==> config.mk <==
export PLATFORM = sky130hd
export DESIGN_NAME = horn_phase_sequencer_flat
export DESIGN_NICKNAME = d
export VERILOG_FILES = /design/src/rtl/horn_phase_sequencer_pkg.sv /design/src/rtl/horn_phase_sequencer_if.sv /design/src/rtl/horn_phase_sequencer_phase_accumulator.sv /design/src/rtl/horn_phase_sequencer.sv /design/src/flat_wrapper.sv
export SDC_FILE = /design/constraint.sdc
export NUM_CORES = 1
export LEC_CHECK = 0
export CELL_PAD_IN_SITES_DETAIL_PLACEMENT = 1
export CELL_PAD_IN_SITES_GLOBAL_PLACEMENT = 2
export CORE_MARGIN = 5
export CORE_UTILIZATION = 38
export CTS_CLUSTER_SIZE = 28
export DETAILED_ROUTE_END_ITERATION = 12
export PLACE_DENSITY = 0.86
export SYNTH_ARGS = -nofsm -noshare
export SYNTH_HDL_FRONTEND = slang
export SYNTH_SLANG_ARGS = --single-unit
==> constraint.sdc <==
create_clock -name clock -period 7.4 [get_ports clock]
set_clock_uncertainty 0.1 [all_clocks]
set_input_delay 1.48 -clock clock [delete_from_list [all_inputs] [get_ports clock]]
set_output_delay 1.48 -clock clock [all_outputs]
set_load 0.05 [all_outputs]
==> src/rtl/horn_phase_sequencer_pkg.sv <==
// Shared types for the horn phase sequencer. CONFIG and OSCILLATOR carry the
// lookup-stage types; horn_phase_sequencer_pkg holds sequencer-local helpers.
package CONFIG;
    localparam int LONG_PERCENT_WIDTH = 8;
    typedef logic [LONG_PERCENT_WIDTH-1:0] long_percent_t;
endpackage

package OSCILLATOR;
    typedef enum logic {
        FRONT = 1'b0,
        BACK  = 1'b1
    } oscillator_state_t;

    localparam int PHASE_FRAC_WIDTH = 12;

    typedef enum logic [1:0] {
        SEQ_IDLE    = 2'd0,
        SEQ_FRONT   = 2'd1,
        SEQ_BACK    = 2'd2,
        SEQ_RELEASE = 2'd3
    } seq_state_t;
endpackage

package horn_phase_sequencer_pkg;
    localparam int HPS_DEFAULT_PHASE_WIDTH = CONFIG::LONG_PERCENT_WIDTH;
    localparam int HPS_DEFAULT_FRAC_WIDTH  = OSCILLATOR::PHASE_FRAC_WIDTH;

    function automatic int acc_width(input int phase_width, input int frac_width);
        return phase_width + frac_width;
    endfunction
endpackage

==> src/rtl/horn_phase_sequencer_if.sv <==
// Control/output bundle between a voice controller (master) and the phase
// sequencer (slave).
interface horn_phase_sequencer_if #(
    parameter int PHASE_WIDTH = CONFIG::LONG_PERCENT_WIDTH,
    parameter int INC_WIDTH   = PHASE_WIDTH + OSCILLATOR::PHASE_FRAC_WIDTH
);
    logic                          sample_tick;
    logic                          note_on;
    logic                          note_off;
    logic [INC_WIDTH-1:0]          increment;
    OSCILLATOR::oscillator_state_t state;
    logic [PHASE_WIDTH-1:0]        phase;
    logic                          active;
    logic                          front_done;

    modport master (
        output sample_tick, note_on, note_off, increment,
        input  state, phase, active, front_done
    );

    modport slave (
        input  sample_tick, note_on, note_off, increment,
        output state, phase, active, front_done
    );
endinterface

==> src/rtl/horn_phase_sequencer_phase_accumulator.sv <==
// Modulo-2^ACC_WIDTH phase accumulator with a latched increment; wrap_o is the
// carry-out of the add, valid in the cycle advance_i is high.
module phase_accumulator #(
    parameter int ACC_WIDTH = 20
) (
    input  logic                 clock,
    input  logic                 reset_n,
    input  logic                 clear_i,
    input  logic                 load_i,
    input  logic [ACC_WIDTH-1:0] increment_i,
    input  logic                 advance_i,
    output logic [ACC_WIDTH-1:0] acc_o,
    output logic                 wrap_o
);
    logic [ACC_WIDTH-1:0] acc_q, acc_d;
    logic [ACC_WIDTH-1:0] inc_q, inc_d;
    logic [ACC_WIDTH:0]   sum;

    always_comb begin
        sum   = {1'b0, acc_q} + {1'b0, inc_q};
        acc_d = acc_q;
        inc_d = inc_q;
        // Clear wins over advance so a restart or note end lands exactly on zero.
        if (clear_i) begin
            acc_d = '0;
        end else if (advance_i) begin
            acc_d = sum[ACC_WIDTH-1:0];
        end
        if (load_i) begin
            inc_d = increment_i;
        end
    end

    always_ff @(posedge clock or negedge reset_n) begin
        if (!reset_n) begin
            acc_q <= '0;
            inc_q <= '0;
        end else begin
            acc_q <= acc_d;
            inc_q <= inc_d;
        end
    end

    assign acc_o  = acc_q;
    assign wrap_o = advance_i & sum[ACC_WIDTH];
endmodule

==> src/rtl/horn_phase_sequencer.sv <==
// Per-voice FRONT/BACK phase sequencer feeding the horn wavetable lookup.
// Optional HORN_SOFT_RELEASE_EN: note_off in BACK runs on to the loop boundary.
module horn_phase_sequencer
    import OSCILLATOR::*;
    import horn_phase_sequencer_pkg::*;
#(
    parameter int PHASE_WIDTH = HPS_DEFAULT_PHASE_WIDTH,
    parameter int FRAC_WIDTH  = HPS_DEFAULT_FRAC_WIDTH,
    parameter int INC_WIDTH   = PHASE_WIDTH + FRAC_WIDTH
) (
    input  logic                   clock,
    input  logic                   reset_n,
    horn_phase_sequencer_if.slave  seq_if
);
    localparam int ACC = acc_width(PHASE_WIDTH, FRAC_WIDTH);

    seq_state_t        fsm_q;
    oscillator_state_t state_q;
    logic              active_q;
    logic              front_done_q;

    logic [ACC-1:0]    inc_ext;
    logic [ACC-1:0]    acc;
    logic              acc_wrap;
    logic              acc_clear;
    logic              acc_advance;
    logic              note_on;
    logic              note_off_live;
    logic              off_clears;
    logic              release_end;
    logic              unused_frac;

    generate
        if (INC_WIDTH >= ACC) begin : g_inc_trunc
            logic unused_inc_hi;
            assign inc_ext       = seq_if.increment[ACC-1:0];
            assign unused_inc_hi = ^{1'b0, seq_if.increment};
        end else begin : g_inc_zext
            assign inc_ext = {{(ACC-INC_WIDTH){1'b0}}, seq_if.increment};
        end
    endgenerate

    assign note_on       = seq_if.note_on;
    // note_off only matters while a note is audibly in FRONT or BACK.
    assign note_off_live = seq_if.note_off & ((fsm_q == SEQ_FRONT) | (fsm_q == SEQ_BACK));
    assign acc_advance   = seq_if.sample_tick & ~note_on & ~note_off_live & (fsm_q != SEQ_IDLE);

`ifdef HORN_SOFT_RELEASE_EN
    assign off_clears  = note_off_live & (fsm_q == SEQ_FRONT);
    assign release_end = (fsm_q == SEQ_RELEASE) & acc_wrap;
`else
    assign off_clears  = note_off_live;
    assign release_end = 1'b0;
`endif

    assign acc_clear = note_on | off_clears | release_end;

    phase_accumulator #(
        .ACC_WIDTH (ACC)
    ) u_phase_accumulator (
        .clock       (clock),
        .reset_n     (reset_n),
        .clear_i     (acc_clear),
        .load_i      (note_on),
        .increment_i (inc_ext),
        .advance_i   (acc_advance),
        .acc_o       (acc),
        .wrap_o      (acc_wrap)
    );

    always_ff @(posedge clock or negedge reset_n) begin
        if (!reset_n) begin
            fsm_q        <= SEQ_IDLE;
            state_q      <= FRONT;
            active_q     <= 1'b0;
            front_done_q <= 1'b0;
        end else begin
            front_done_q <= 1'b0;
            if (note_on) begin
                fsm_q    <= SEQ_FRONT;
                state_q  <= FRONT;
                active_q <= 1'b1;
            end else begin
                case (fsm_q)
                    SEQ_IDLE: begin
                    end
                    SEQ_FRONT: begin
                        if (seq_if.note_off) begin
                            fsm_q    <= SEQ_IDLE;
                            state_q  <= FRONT;
                            active_q <= 1'b0;
                        end else if (acc_wrap) begin
                            // Remainder stays in the accumulator: BACK starts mid-cycle, no jump.
                            fsm_q        <= SEQ_BACK;
                            state_q      <= BACK;
                            front_done_q <= 1'b1;
                        end
                    end
                    SEQ_BACK: begin
                        if (seq_if.note_off) begin
`ifdef HORN_SOFT_RELEASE_EN
                            fsm_q    <= SEQ_RELEASE;
`else
                            fsm_q    <= SEQ_IDLE;
                            state_q  <= FRONT;
                            active_q <= 1'b0;
`endif
                        end
                    end
`ifdef HORN_SOFT_RELEASE_EN
                    SEQ_RELEASE: begin
                        if (acc_wrap) begin
                            fsm_q    <= SEQ_IDLE;
                            state_q  <= FRONT;
                            active_q <= 1'b0;
                        end
                    end
`endif
                    default: begin
                        fsm_q    <= SEQ_IDLE;
                        state_q  <= FRONT;
                        active_q <= 1'b0;
                    end
                endcase
            end
        end
    end

    assign unused_frac       = ^{1'b0, acc[FRAC_WIDTH-1:0]};
    assign seq_if.phase      = acc[ACC-1:FRAC_WIDTH];
    assign seq_if.state      = state_q;
    assign seq_if.active     = active_q;
    assign seq_if.front_done = front_done_q;
endmodule

==> src/flat_wrapper.sv <==
// flat-port wrapper written by rule: the top's interface ports become plain ports
module horn_phase_sequencer_flat import OSCILLATOR::*; import horn_phase_sequencer_pkg::*;
#(
    parameter int PHASE_WIDTH = HPS_DEFAULT_PHASE_WIDTH,
    parameter int FRAC_WIDTH  = HPS_DEFAULT_FRAC_WIDTH,
    parameter int INC_WIDTH   = PHASE_WIDTH + FRAC_WIDTH
)
  (clock, reset_n, seq_if_sample_tick, seq_if_note_on, seq_if_note_off, seq_if_increment, seq_if_state, seq_if_phase, seq_if_active, seq_if_front_done);
  horn_phase_sequencer_if #(.PHASE_WIDTH(PHASE_WIDTH), .INC_WIDTH(INC_WIDTH)) seq_if_i ();
  input  logic clock;
  input  logic reset_n;
  input wire logic [$bits(seq_if_i.sample_tick)-1:0] seq_if_sample_tick;
  input wire logic [$bits(seq_if_i.note_on)-1:0] seq_if_note_on;
  input wire logic [$bits(seq_if_i.note_off)-1:0] seq_if_note_off;
  input wire logic [$bits(seq_if_i.increment)-1:0] seq_if_increment;
  output wire logic [$bits(seq_if_i.state)-1:0] seq_if_state;
  output wire logic [$bits(seq_if_i.phase)-1:0] seq_if_phase;
  output wire logic [$bits(seq_if_i.active)-1:0] seq_if_active;
  output wire logic [$bits(seq_if_i.front_done)-1:0] seq_if_front_done;
  assign seq_if_i.sample_tick = seq_if_sample_tick;
  assign seq_if_i.note_on = seq_if_note_on;
  assign seq_if_i.note_off = seq_if_note_off;
  assign seq_if_i.increment = seq_if_increment;
  assign seq_if_state = seq_if_i.state;
  assign seq_if_phase = seq_if_i.phase;
  assign seq_if_active = seq_if_i.active;
  assign seq_if_front_done = seq_if_i.front_done;
  horn_phase_sequencer #(.PHASE_WIDTH(PHASE_WIDTH), .FRAC_WIDTH(FRAC_WIDTH), .INC_WIDTH(INC_WIDTH)) u_core (.clock(clock), .reset_n(reset_n), .seq_if(seq_if_i));
endmodule
==> out/metrics.json, run 1 <==
{
  "initialDrtViolationCount": {"value": 53},
  "wire_length_of_the_first_global_routing_pass": {"value": 10700, "unit": "um"},
  "setup_violations": {"value": 0},
  "site_rows": {"value": 31},
  "status": {"value": "finished, final reports clean"},
  "cts_hold_repair.buffers": {"value": 0},
  "comb_power_share": {"value": 0.292},
  "dr_pass1_iterations": {"value": 4},
  "post-layout-total-power": {"value": 0.662, "unit": "mW"},
  "worst_r2r_path_depth": {"value": 9},
  "synth_edf_count": {"value": 0},
  "clk_transition_reported_paths": {"value": 0.09, "unit": "ns"},
  "yosysSeqAreaShare": {"value": 0.392},
  "achievable_clock_frequency": {"value": 0.310, "unit": "GHz"},
  "hold_depth": {"value": 1},
  "yosys.cell_types.count": {"value": 48},
  "hold_ws": {"value": 0.386, "unit": "ns"},
  "power_switching_share": {"value": 0.313},
  "tritoncts": {"value": "built"},
  "cp_data_arrival_time": {"value": 3.36, "unit": "ns"},
  "avgViaCountPerCell": {"value": 5.28},
  "path_class": {"value": "in2reg"},
  "port-buffer-count": {"value": 35},
  "synth.largest_area_cell": {"value": "sky130_fd_sc_hd__dfrtp_1"},
  "slew-limit-headroom": {"value": 0.323},
  "place_hpwl": {"value": 4880, "unit": "um"},
  "most_used_flip_flop_cell_after_synthesis": {"value": "sky130_fd_sc_hd__dfrtp_1"},
  "share_of_the_cycle_needed_by_the_critical_path_after_routing": {"value": 0.436},
  "final_hold_viol_count": {"value": 0},
  "grt_pass1_vias": {"value": 2266},
  "crit_slowest_cell": {"value": "sky130_fd_sc_hd__clkdlybuf4s50_1"},
  "cts_inserted_buffers": {"value": 5},
  "critical_path.endpoint_type": {"value": "flop"},
  "die_w": {"value": 96.0, "unit": "um"},
  "placed_area": {"value": 0.00316, "unit": "mm^2"},
  "synth.net_count": {"value": 331},
  "power.density_cell_area": {"value": 202, "unit": "mW/mm^2"},
  "fp.dieArea": {"value": 0.00921, "unit": "mm^2"},
  "crit_required": {"value": 7.54, "unit": "ns"},
  "placed_cells_incl_taps": {"value": 400},
  "cts-resized-gates": {"value": 0},
  "route.vias.total": {"value": 2155},
  "internal_power_consumption": {"value": 0.455, "unit": "mW"},
  "dieHeight": {"value": 96.0, "unit": "um"},
  "area_growth_syn_to_layout": {"value": 16.9, "unit": "%"},
  "crit_path_max_fanout": {"value": 26},
  "detail_route.drc_violations": {"value": 0},
  "part_of_the_total_power_dissipated_in_the_clock_network": {"value": 0.293},
  "coreArea": {"value": 0.00721, "unit": "mm^2"},
  "synth_seq_cells": {"value": 44},
  "timing.critical_path.cells": {"value": "clkdlybuf4s50_1 > buf_4 > a21oi_1 > nand2_1 > nor2_1 > a41oi_1 > a41o_1"},
  "power.leakage": {"value": 1.40, "unit": "nW"},
  "detail_route.wl_per_cell": {"value": 15.6, "unit": "um"},
  "root_buffer": {"value": "sky130_fd_sc_hd__clkbuf_8"},
  "final_cell_area": {"value": 0.00328, "unit": "mm^2"},
  "synth_largest_type_area_fraction": {"value": 0.392},
  "hold_path.class": {"value": "reg2reg"},
  "setup_ws": {"value": 4.18, "unit": "ns"},
  "fillCellCount": {"value": 842},
  "inserted_diodes": {"value": 0},
  "grt_antenna_before_repair": {"value": 0},
  "yosys_warnings": {"value": 0},
  "gr_ovfl_total": {"value": 0},
  "ant_nets": {"value": 0},
  "buffers_from_clock_root_to_sink_at_most": {"value": 2},
  "cts_htree_levels": {"value": 2},
  "drive_above_1_share": {"value": 0.129},
  "setup_repair_after_global_routing_missed_its_margin": {"value": "no"},
  "synth_async_sr_flop_share": {"value": 1.00},
  "clk_latency": {"value": 0.29, "unit": "ns"},
  "vdd_drop_max": {"value": 92.9, "unit": "uV"},
  "syn-instance-count": {"value": 282},
  "power.net_switching": {"value": 0.207, "unit": "mW"},
  "ioPinCount": {"value": 36},
  "fin_setup_tns": {"value": 0, "unit": "ns"},
  "critical-path-max-stage-delay": {"value": 0.45, "unit": "ns"},
  "seq_power_share": {"value": 0.415},
  "gp_congestion": {"value": 0.788},
  "finalWirelength": {"value": 6380, "unit": "um"},
  "initial_utilization": {"value": 0.389},
  "post_synth_main_area_contributors": {"value": "sky130_fd_sc_hd__dfrtp_1, sky130_fd_sc_hd__ha_1, sky130_fd_sc_hd__mux2_2"},
  "syn_area_per_cell": {"value": 9.96, "unit": "um^2"},
  "yosys.cell_count.top_type": {"value": "sky130_fd_sc_hd__dfrtp_1"},
  "mappedNetlistArea": {"value": 0.00281, "unit": "mm^2"},
  "worst-slew-pin-transition": {"value": 1.01, "unit": "ns"},
  "timing.final.crit_period": {"value": 3.22, "unit": "ns"},
  "timing.critical_path.from_type": {"value": "input port"},
  "gr-usage-all-layers": {"value": 0.149},
  "placement.setup.worst_slack": {"value": 3.83, "unit": "ns"},
  "ys_top_cells_by_count": {"value": "sky130_fd_sc_hd__dfrtp_1, sky130_fd_sc_hd__nand2_1, sky130_fd_sc_hd__o21ai_0"},
  "finalMaxSlewViolations": {"value": 0},
  "post-cts-setup-buffers": {"value": 0},
  "final_net_count": {"value": 357},
  "largest_net_degree_at_the_start_of_global_routing": {"value": 45},
  "cap_violations": {"value": 0},
  "clock-sinks": {"value": 44},
  "final_core_util": {"value": 0.455},
  "post_layout_nonfiller_instances": {"value": 408}
}
==> worst max-delay path: cells and delay by family <==
family                 cells  cell delay, ns
AO/OA/AOI/OAI              3            0.61
buffers and inverters      2            0.77
AND/OR/NAND/NOR            2            0.50
==> final timing paths <==
path / from / endpoint / slack (ns)
min in group asynchronous: reset_n / u_core.u_phase_accumulator.acc_o[14] / 1.26
max in group asynchronous: reset_n / u_core.u_phase_accumulator.acc_o[5] / 5.32
max reg2reg: u_core.u_phase_accumulator.inc_q[0] / u_core.seq_if.state / 4.73
max: seq_if_note_on / u_core.fsm_q[0] / 4.18
min reg2reg: u_core.seq_if.active / u_core.seq_if.active / 0.39
min: u_core.seq_if.active / u_core.seq_if.active / 0.39
==> state kept, by name, indices dropped and copies added, names as in the netlist <==
signal	cells
u_core.fsm_q	1
u_core.seq_if.active	1
u_core.seq_if.front_done	1
u_core.seq_if.state	1
u_core.u_phase_accumulator.acc_o	20
u_core.u_phase_accumulator.inc_q	20
==> cell families (layout without fill, tap and decap cells) <==
kind of cell / after synthesis / in the layout / synth area share
AOI/OAI and AO/OA: 86 / 86 / 0.208
and+or+nand+nor: 69 / 69 / 0.118
DFF: 44 / 44 / 0.392
buffers and inverters: 28 / 55 / 0.0583
adders and majority gates: 24 / 24 / 0.110
muxes: 19 / 19 / 0.0762
xor gates and xnor gates: 12 / 12 / 0.0374
==> routing by layer <==
layer	wire [um]	track usage
met1	2870	0.188
met2	3230	0.262
met3	218	0.0281
met4	57	0.0355
met5	0	0
==> power by group through the flow <==
stage | clock, mW | combinational [mW] | sequential [mW]
2_1_floorplan | 0 | 0.147 | 0.277
3_3_place_gp | 0 | 0.191 | 0.279
3_5_place_dp | 0 | 0.195 | 0.280
4_1_cts | 0.204 | 0.196 | 0.275
5_1_grt | 0.210 | 0.218 | 0.277
6_report | 0.194 | 0.193 | 0.275
==> cell usage in the layout (no fill, tap or decap), types with 5 or more instances in the layout <==
cell type                         count
sky130_fd_sc_hd__inv_1               11
sky130_fd_sc_hd__o21ai_0             26
sky130_fd_sc_hd__mux2_2              19
sky130_fd_sc_hd__clkbuf_8             6
sky130_fd_sc_hd__clkdlybuf4s50_1     34
sky130_fd_sc_hd__dfrtp_1             44
sky130_fd_sc_hd__ha_1                23
sky130_fd_sc_hd__nand2_1             31
sky130_fd_sc_hd__a21oi_1             20
sky130_fd_sc_hd__nor2_1              12
sky130_fd_sc_hd__nand2b_1             5
sky130_fd_sc_hd__xnor2_1              9
==> layout make-up <==
cell class,count,area (um^2),share of cell area
sequential,44,1100,0.335
tap,99,124,0.0377
clock buffer,6,82.6,0.0251
timing repair buffer,36,353,0.107
inverter,11,41.3,0.0126
clock inverter,2,38.8,0.0118
multi-input combinational,210,1540,0.470
Power figures use the tool's default switching activity.
==> run 2, diff against run 1 <==
Settings changed: CORE_UTILIZATION 38 to 32, PLACE_DENSITY 0.86 to 0.77.
Clock period 7.4 ns to 2.6 ns, I/O delays scaled along.
==> run 2 against run 1 <==
Compared with the run above:
- via count rose by 2.5%
- flip-flop and latch count did not move
- power rose to 2.7 times the previous value
- cell area rose by 1.2%
- first-iteration DRC count fell by 19%
- sequential share of layout area fell by 0.40 points
- critical path depth rose by 4
- clock power rose by 140%
- register-to-register slack got worse by 4.5 ns
- core utilization fell by 7.0 points
- global-route usage fell by 1.9 points
- critical endpoint is now u_core.u_phase_accumulator.acc_o[12]
- highest routed layer unchanged
==> out/metrics.json, run 2 (synthesis results as in run 1) <==
{
  "status": {"value": "finished, final reports clean"},
  "timing.critical_path.from_type": {"value": "flop"},
  "wl_met3": {"value": 258, "unit": "um"},
  "maxUsedRoutingLayer": {"value": "met4"},
  "crit_slowest_cell": {"value": "sky130_fd_sc_hd__dfrtp_1"},
  "wire_length_of_the_first_global_routing_pass": {"value": 11700, "unit": "um"},
  "clock-sinks": {"value": 44},
  "path_class": {"value": "reg2reg"},
  "critical_path.endpoint_type": {"value": "flop"},
  "final_net_count": {"value": 362},
  "grt_antenna_before_repair": {"value": 0},
  "area_growth_syn_to_layout": {"value": 18.4, "unit": "%"},
  "hold_ws": {"value": 0.189, "unit": "ns"},
  "most-common-layout-cells": {"value": "sky130_fd_sc_hd__dfrtp_1, sky130_fd_sc_hd__clkdlybuf4s50_1, sky130_fd_sc_hd__nand2_1"},
  "cp_num_cells": {"value": 11},
  "route.vias.total": {"value": 2208},
  "cts_inserted_buffers": {"value": 5},
  "vdd_drop_max": {"value": 246, "unit": "uV"},
  "power.leakage": {"value": 1.42, "unit": "nW"},
  "cp_data_arrival_time": {"value": 2.52, "unit": "ns"},
  "crit_path_max_fanout": {"value": 4},
  "timing.critical_path.from": {"value": "u_core.u_phase_accumulator.inc_q[0]"},
  "detail_route.drc_violations": {"value": 0},
  "fp.dieArea": {"value": 0.0108, "unit": "mm^2"},
  "gr-usage-all-layers": {"value": 0.130},
  "finalMaxSlewViolations": {"value": 0},
  "clk_latency": {"value": 0.30, "unit": "ns"},
  "cp.buffers_inverters": {"value": 3},
  "worst_r2r_path_depth": {"value": 11},
  "worst-slew-pin-transition": {"value": 0.576, "unit": "ns"},
  "timing.final.crit_period": {"value": 2.42, "unit": "ns"},
  "coreArea": {"value": 0.00864, "unit": "mm^2"},
  "achievable_clock_frequency": {"value": 0.413, "unit": "GHz"},
  "inserted_diodes": {"value": 0},
  "initial_utilization": {"value": 0.325},
  "timing.critical_path.cells": {"value": "ha_2 > inv_1 > fa_2 > nand2b_4 > a21oi_1 > buf_4 > o31ai_4 > buf_4 > a21oi_1 > or3_1 > a32o_1"},
  "drive_above_1_share": {"value": 0.156},
  "post_layout_nonfiller_instances": {"value": 422},
  "placed_cells_incl_taps": {"value": 414},
  "fin_setup_tns": {"value": 0, "unit": "ns"},
  "final_hold_viol_count": {"value": 0},
  "multiInputGateArea": {"value": 0.00156, "unit": "mm^2"},
  "gp_congestion": {"value": 0.817},
  "root_buffer": {"value": "sky130_fd_sc_hd__clkbuf_8"},
  "setup_ws": {"value": 0.181, "unit": "ns"},
  "post-layout-total-power": {"value": 1.81, "unit": "mW"},
  "largest_net_degree_at_the_start_of_global_routing": {"value": 45},
  "crit_required": {"value": 2.70, "unit": "ns"},
  "hold_path.class": {"value": "in2async"},
  "fillCellCount": {"value": 981},
  "dr_pass1_iterations": {"value": 4},
  "gr_ovfl_total": {"value": 0},
  "power.density_cell_area": {"value": 544, "unit": "mW/mm^2"},
  "tritoncts": {"value": "built"},
  "detail_route.wl_per_cell": {"value": 16.1, "unit": "um"},
  "area.sequential": {"value": 0.00110, "unit": "mm^2"},
  "launch_point_of_the_worst_reg_to_reg_path": {"value": "u_core.u_phase_accumulator.inc_q[0]"},
  "initialDrtViolationCount": {"value": 43},
  "buffers_from_clock_root_to_sink_at_most": {"value": 2},
  "detailroute.wirelength.met2": {"value": 3260, "unit": "um"},
  "layout.cells.most_common": {"value": "sky130_fd_sc_hd__dfrtp_1"},
  "cts_htree_levels": {"value": 2},
  "placement.setup.worst_slack": {"value": 0.126, "unit": "ns"},
  "clk_transition_reported_paths": {"value": 0.09, "unit": "ns"},
  "share_of_the_cycle_needed_by_the_critical_path_after_routing": {"value": 0.930},
  "avgViaCountPerCell": {"value": 5.23},
  "finalWirelength": {"value": 6810, "unit": "um"},
  "place_hpwl": {"value": 4970, "unit": "um"},
  "dieHeight": {"value": 104, "unit": "um"},
  "crit_family": {"value": "compound AO/OA/AOI/OAI gates"},
  "post-cts-setup-buffers": {"value": 0},
  "critical-path-max-stage-delay": {"value": 0.39, "unit": "ns"},
  "setup_violations": {"value": 0},
  "site_rows": {"value": 34},
  "die_w": {"value": 104, "unit": "um"},
  "cap_violations": {"value": 0},
  "grt_pass1_vias": {"value": 2335},
  "ant_nets": {"value": 0},
  "port-buffer-count": {"value": 35},
  "met1Wirelength": {"value": 3230, "unit": "um"},
  "slew-limit-headroom": {"value": 0.616},
  "ioPinCount": {"value": 36}
}
run 2: final cells by class:
cell class | instances | area share
clock inverter | 2 | 0.00301
multi-input combinational | 210 | 0.470
tap | 108 | 0.0406
clock buffer | 6 | 0.0248
sequential | 44 | 0.331
timing repair buffer | 41 | 0.117
inverter | 11 | 0.0124
run 2: path summary, 6_finish.rpt:
check,slack (ns),to
setup reg to reg,0.18,u_core.u_phase_accumulator.acc_o[12]
max in group asynchronous,1.82,u_core.u_phase_accumulator.acc_o[1]
hold reg to reg,0.39,u_core.u_phase_accumulator.acc_o[9]
min in group clock,0.39,u_core.u_phase_accumulator.acc_o[9]
hold / removal,0.19,u_core.u_phase_accumulator.inc_q[11]
setup / recovery,0.18,u_core.u_phase_accumulator.acc_o[12]
run 2: what timing repair did:
| action | CTS | global route |
|---|---|---|
| resized for setup | 0 | 4 |
| setup endpoints to repair | 0 | 4 |
| hold endpoints to repair | 0 | 0 |
| hold buffers | 0 | 0 |
run 2: stage by stage:
step           cell area (um^2)  utilization
4_1_cts                    3300        0.383
3_3_place_gp               3210        0.372
2_1_floorplan              2810            -
3_5_place_dp               3210        0.372
6_report                   3320        0.385
5_1_grt                    3320        0.385
run 2: worst reg2reg max path: stages, from the launching register on:
cell                       delay (ns)
sky130_fd_sc_hd__dfrtp_1         0.39
sky130_fd_sc_hd__ha_2            0.20
sky130_fd_sc_hd__inv_1           0.08
sky130_fd_sc_hd__fa_2            0.22
sky130_fd_sc_hd__nand2b_4        0.13
sky130_fd_sc_hd__a21oi_1         0.06
sky130_fd_sc_hd__buf_4           0.15
sky130_fd_sc_hd__o31ai_4         0.21
sky130_fd_sc_hd__buf_4           0.17
sky130_fd_sc_hd__a21oi_1         0.06
sky130_fd_sc_hd__or3_1           0.31
sky130_fd_sc_hd__a32o_1          0.24
run 2: routing by layer:
| metal | track usage | vias up |
|---|---|---|
| li1 | - | 1073 |
| met1 | 0.175 | 1094 |
| met2 | 0.208 | 33 |
| met3 | 0.0348 | 8 |
| met4 | 0.0278 | 0 |
| met5 | 0 | - |
run 2: report_power, final:
group / internal [mW] / total (mW) / switching, mW
clock: 0.212 / 0.459 / 0.246
combinational: 0.246 / 0.569 / 0.323
sequential: 0.742 / 0.781 / 0.0388
total: 1.20 / 1.81 / 0.608
==> run 3, diff against run 2 <==
Settings changed: CORE_UTILIZATION 32 to 38, PLACE_DENSITY 0.77 to unset, PLACE_DENSITY_LB_ADDON set to 0.1, SLEW_MARGIN set to 20.
Clock period 2.6 ns to 3.07 ns, I/O delays scaled along.
==> run 3 against run 2 <==
Compared with the run above:
- clock-buffer cell count did not move
- flip-flop and latch count did not move
- clock power fell by 17%
- via count fell by 1.9%
- final cell count fell by 2.8%
- cell area fell by 1.5%
- first-iteration DRC count rose by 42%
- non-clock buffer count fell by 3
- core utilization rose by 6.9 points
- global-route usage rose by 2.5 points
- critical endpoint is now u_core.fsm_q[0]
- largest cell class unchanged
==> out/metrics.json, run 3 (synthesis results as in run 1) <==
{
  "detail_route.wl_per_cell": {"value": 15.8, "unit": "um"},
  "grt_pass1_vias": {"value": 2276},
  "most-common-layout-cells": {"value": "sky130_fd_sc_hd__dfrtp_1, sky130_fd_sc_hd__clkdlybuf4s50_1, sky130_fd_sc_hd__nand2_1"},
  "layout.cells.most_common": {"value": "sky130_fd_sc_hd__dfrtp_1"},
  "cp.buffers_inverters": {"value": 1},
  "finalWirelength": {"value": 6500, "unit": "um"},
  "slew-limit-headroom": {"value": 0.622},
  "crit_path_max_fanout": {"value": 5},
  "clk_transition_reported_paths": {"value": 0.09, "unit": "ns"},
  "initialDrtViolationCount": {"value": 61},
  "dieHeight": {"value": 96.0, "unit": "um"},
  "buffers_from_clock_root_to_sink_at_most": {"value": 2},
  "achievable_clock_frequency": {"value": 0.379, "unit": "GHz"},
  "hold_path.class": {"value": "in2async"},
  "path_class": {"value": "reg2reg"},
  "gr-usage-all-layers": {"value": 0.154},
  "route.vias.total": {"value": 2166},
  "setup_ws": {"value": 0.433, "unit": "ns"},
  "cts_inserted_buffers": {"value": 5},
  "fillCellCount": {"value": 830},
  "cp_data_arrival_time": {"value": 2.73, "unit": "ns"},
  "root_buffer": {"value": "sky130_fd_sc_hd__clkbuf_8"},
  "ant_nets": {"value": 0},
  "timing.final.crit_period": {"value": 2.64, "unit": "ns"},
  "area.sequential": {"value": 0.00110, "unit": "mm^2"},
  "port-buffer-count": {"value": 35},
  "status": {"value": "finished, final reports clean"},
  "avgViaCountPerCell": {"value": 5.28},
  "place_hpwl": {"value": 4910, "unit": "um"},
  "initial_utilization": {"value": 0.389},
  "timing.critical_path.from_type": {"value": "flop"},
  "share_of_the_cycle_needed_by_the_critical_path_after_routing": {"value": 0.859},
  "worst-slew-pin-transition": {"value": 0.566, "unit": "ns"},
  "gp_congestion": {"value": 0.735},
  "drive_above_1_share": {"value": 0.135},
  "clk_latency": {"value": 0.30, "unit": "ns"},
  "power.density_cell_area": {"value": 462, "unit": "mW/mm^2"},
  "launch_point_of_the_worst_reg_to_reg_path": {"value": "u_core.u_phase_accumulator.inc_q[0]"},
  "placement.setup.worst_slack": {"value": 0.446, "unit": "ns"},
  "finalMaxSlewViolations": {"value": 0},
  "timing.critical_path.cells": {"value": "ha_1 > inv_1 > fa_1 > nand2b_1 > a21oi_1 > o31ai_4 > a211oi_2 > a41oi_1 > a41o_1"},
  "site_rows": {"value": 31},
  "worst_r2r_path_depth": {"value": 9},
  "crit_required": {"value": 3.16, "unit": "ns"},
  "setup_repair_after_global_routing_missed_its_margin": {"value": "no"},
  "wire_length_of_the_first_global_routing_pass": {"value": 11100, "unit": "um"},
  "vdd_drop_max": {"value": 215, "unit": "uV"},
  "multiInputGateArea": {"value": 0.00154, "unit": "mm^2"},
  "placed_area": {"value": 0.00318, "unit": "mm^2"},
  "setup_violations": {"value": 0},
  "final_net_count": {"value": 359},
  "timing.critical_path.from": {"value": "u_core.u_phase_accumulator.inc_q[0]"},
  "crit_slowest_cell": {"value": "sky130_fd_sc_hd__fa_1"},
  "dr_pass1_iterations": {"value": 4},
  "final_hold_viol_count": {"value": 0},
  "critical_path.endpoint_type": {"value": "flop"},
  "inserted_diodes": {"value": 0},
  "gr_ovfl_total": {"value": 0},
  "final_cell_area": {"value": 0.00327, "unit": "mm^2"},
  "grt_antenna_before_repair": {"value": 0},
  "fp.dieArea": {"value": 0.00921, "unit": "mm^2"},
  "area_growth_syn_to_layout": {"value": 16.5, "unit": "%"},
  "hold_ws": {"value": 0.205, "unit": "ns"},
  "cts-resized-gates": {"value": 0},
  "power.leakage": {"value": 1.39, "unit": "nW"},
  "critical-path-max-stage-delay": {"value": 0.38, "unit": "ns"},
  "clock-sinks": {"value": 44},
  "cap_violations": {"value": 0},
  "crit_family": {"value": "compound AO/OA/AOI/OAI gates"},
  "post-cts-setup-buffers": {"value": 0},
  "fin_setup_tns": {"value": 0, "unit": "ns"},
  "largest_net_degree_at_the_start_of_global_routing": {"value": 45},
  "cts_htree_levels": {"value": 2},
  "cts_hold_repair.buffers": {"value": 0},
  "cp_num_cells": {"value": 9},
  "detail_route.drc_violations": {"value": 0},
  "tritoncts": {"value": "built"},
  "coreArea": {"value": 0.00721, "unit": "mm^2"},
  "die_w": {"value": 96.0, "unit": "um"},
  "ioPinCount": {"value": 36}
}
[run 3: report_power, final]
part,total (mW),switching [mW],internal [mW],leakage (nW)
clock network,0.381,0.201,0.180,0.0510
logic,0.472,0.267,0.205,0.786
registers,0.661,0.0322,0.629,0.557
total,1.51,0.500,1.01,1.39
[run 3: cell type report]
type | count | share of cell area
Tap cell | 99 | 0.0378
Clock inverter | 2 | 0.00306
Timing Repair Buffer | 38 | 0.113
Clock buffer | 6 | 0.0252
Sequential cell | 44 | 0.336
Inverter | 11 | 0.0126
Multi-Input combinational cell | 210 | 0.472
[run 3: path summary, 6_finish.rpt]
path / to / slack, ns
max: u_core.fsm_q[0] / 0.43
min: u_core.u_phase_accumulator.inc_q[10] / 0.20
max reg2reg: u_core.fsm_q[0] / 0.43
min reg2reg: u_core.seq_if.active / 0.38
max in group asynchronous: u_core.u_phase_accumulator.inc_q[3] / 2.28
min in group clock: u_core.seq_if.active / 0.38
[run 3: metrics by stage]
stage,utilization,power (mW),cells
3_5_place_dp,0.441,1.15,402
6_report,0.454,1.51,410
4_1_cts,0.453,1.54,410
2_1_floorplan,-,1.02,282
5_1_grt,0.454,1.62,410
3_3_place_gp,0.441,1.15,402
[run 3: layer usage]
metal | part of all wire | track usage | vias up
met5 | 0 | 0 | -
met4 | 0.0068 | 0.0391 | 0
met3 | 0.025 | 0.0266 | 4
met2 | 0.50 | 0.264 | 23
met1 | 0.47 | 0.201 | 1075
li1 | - | - | 1064
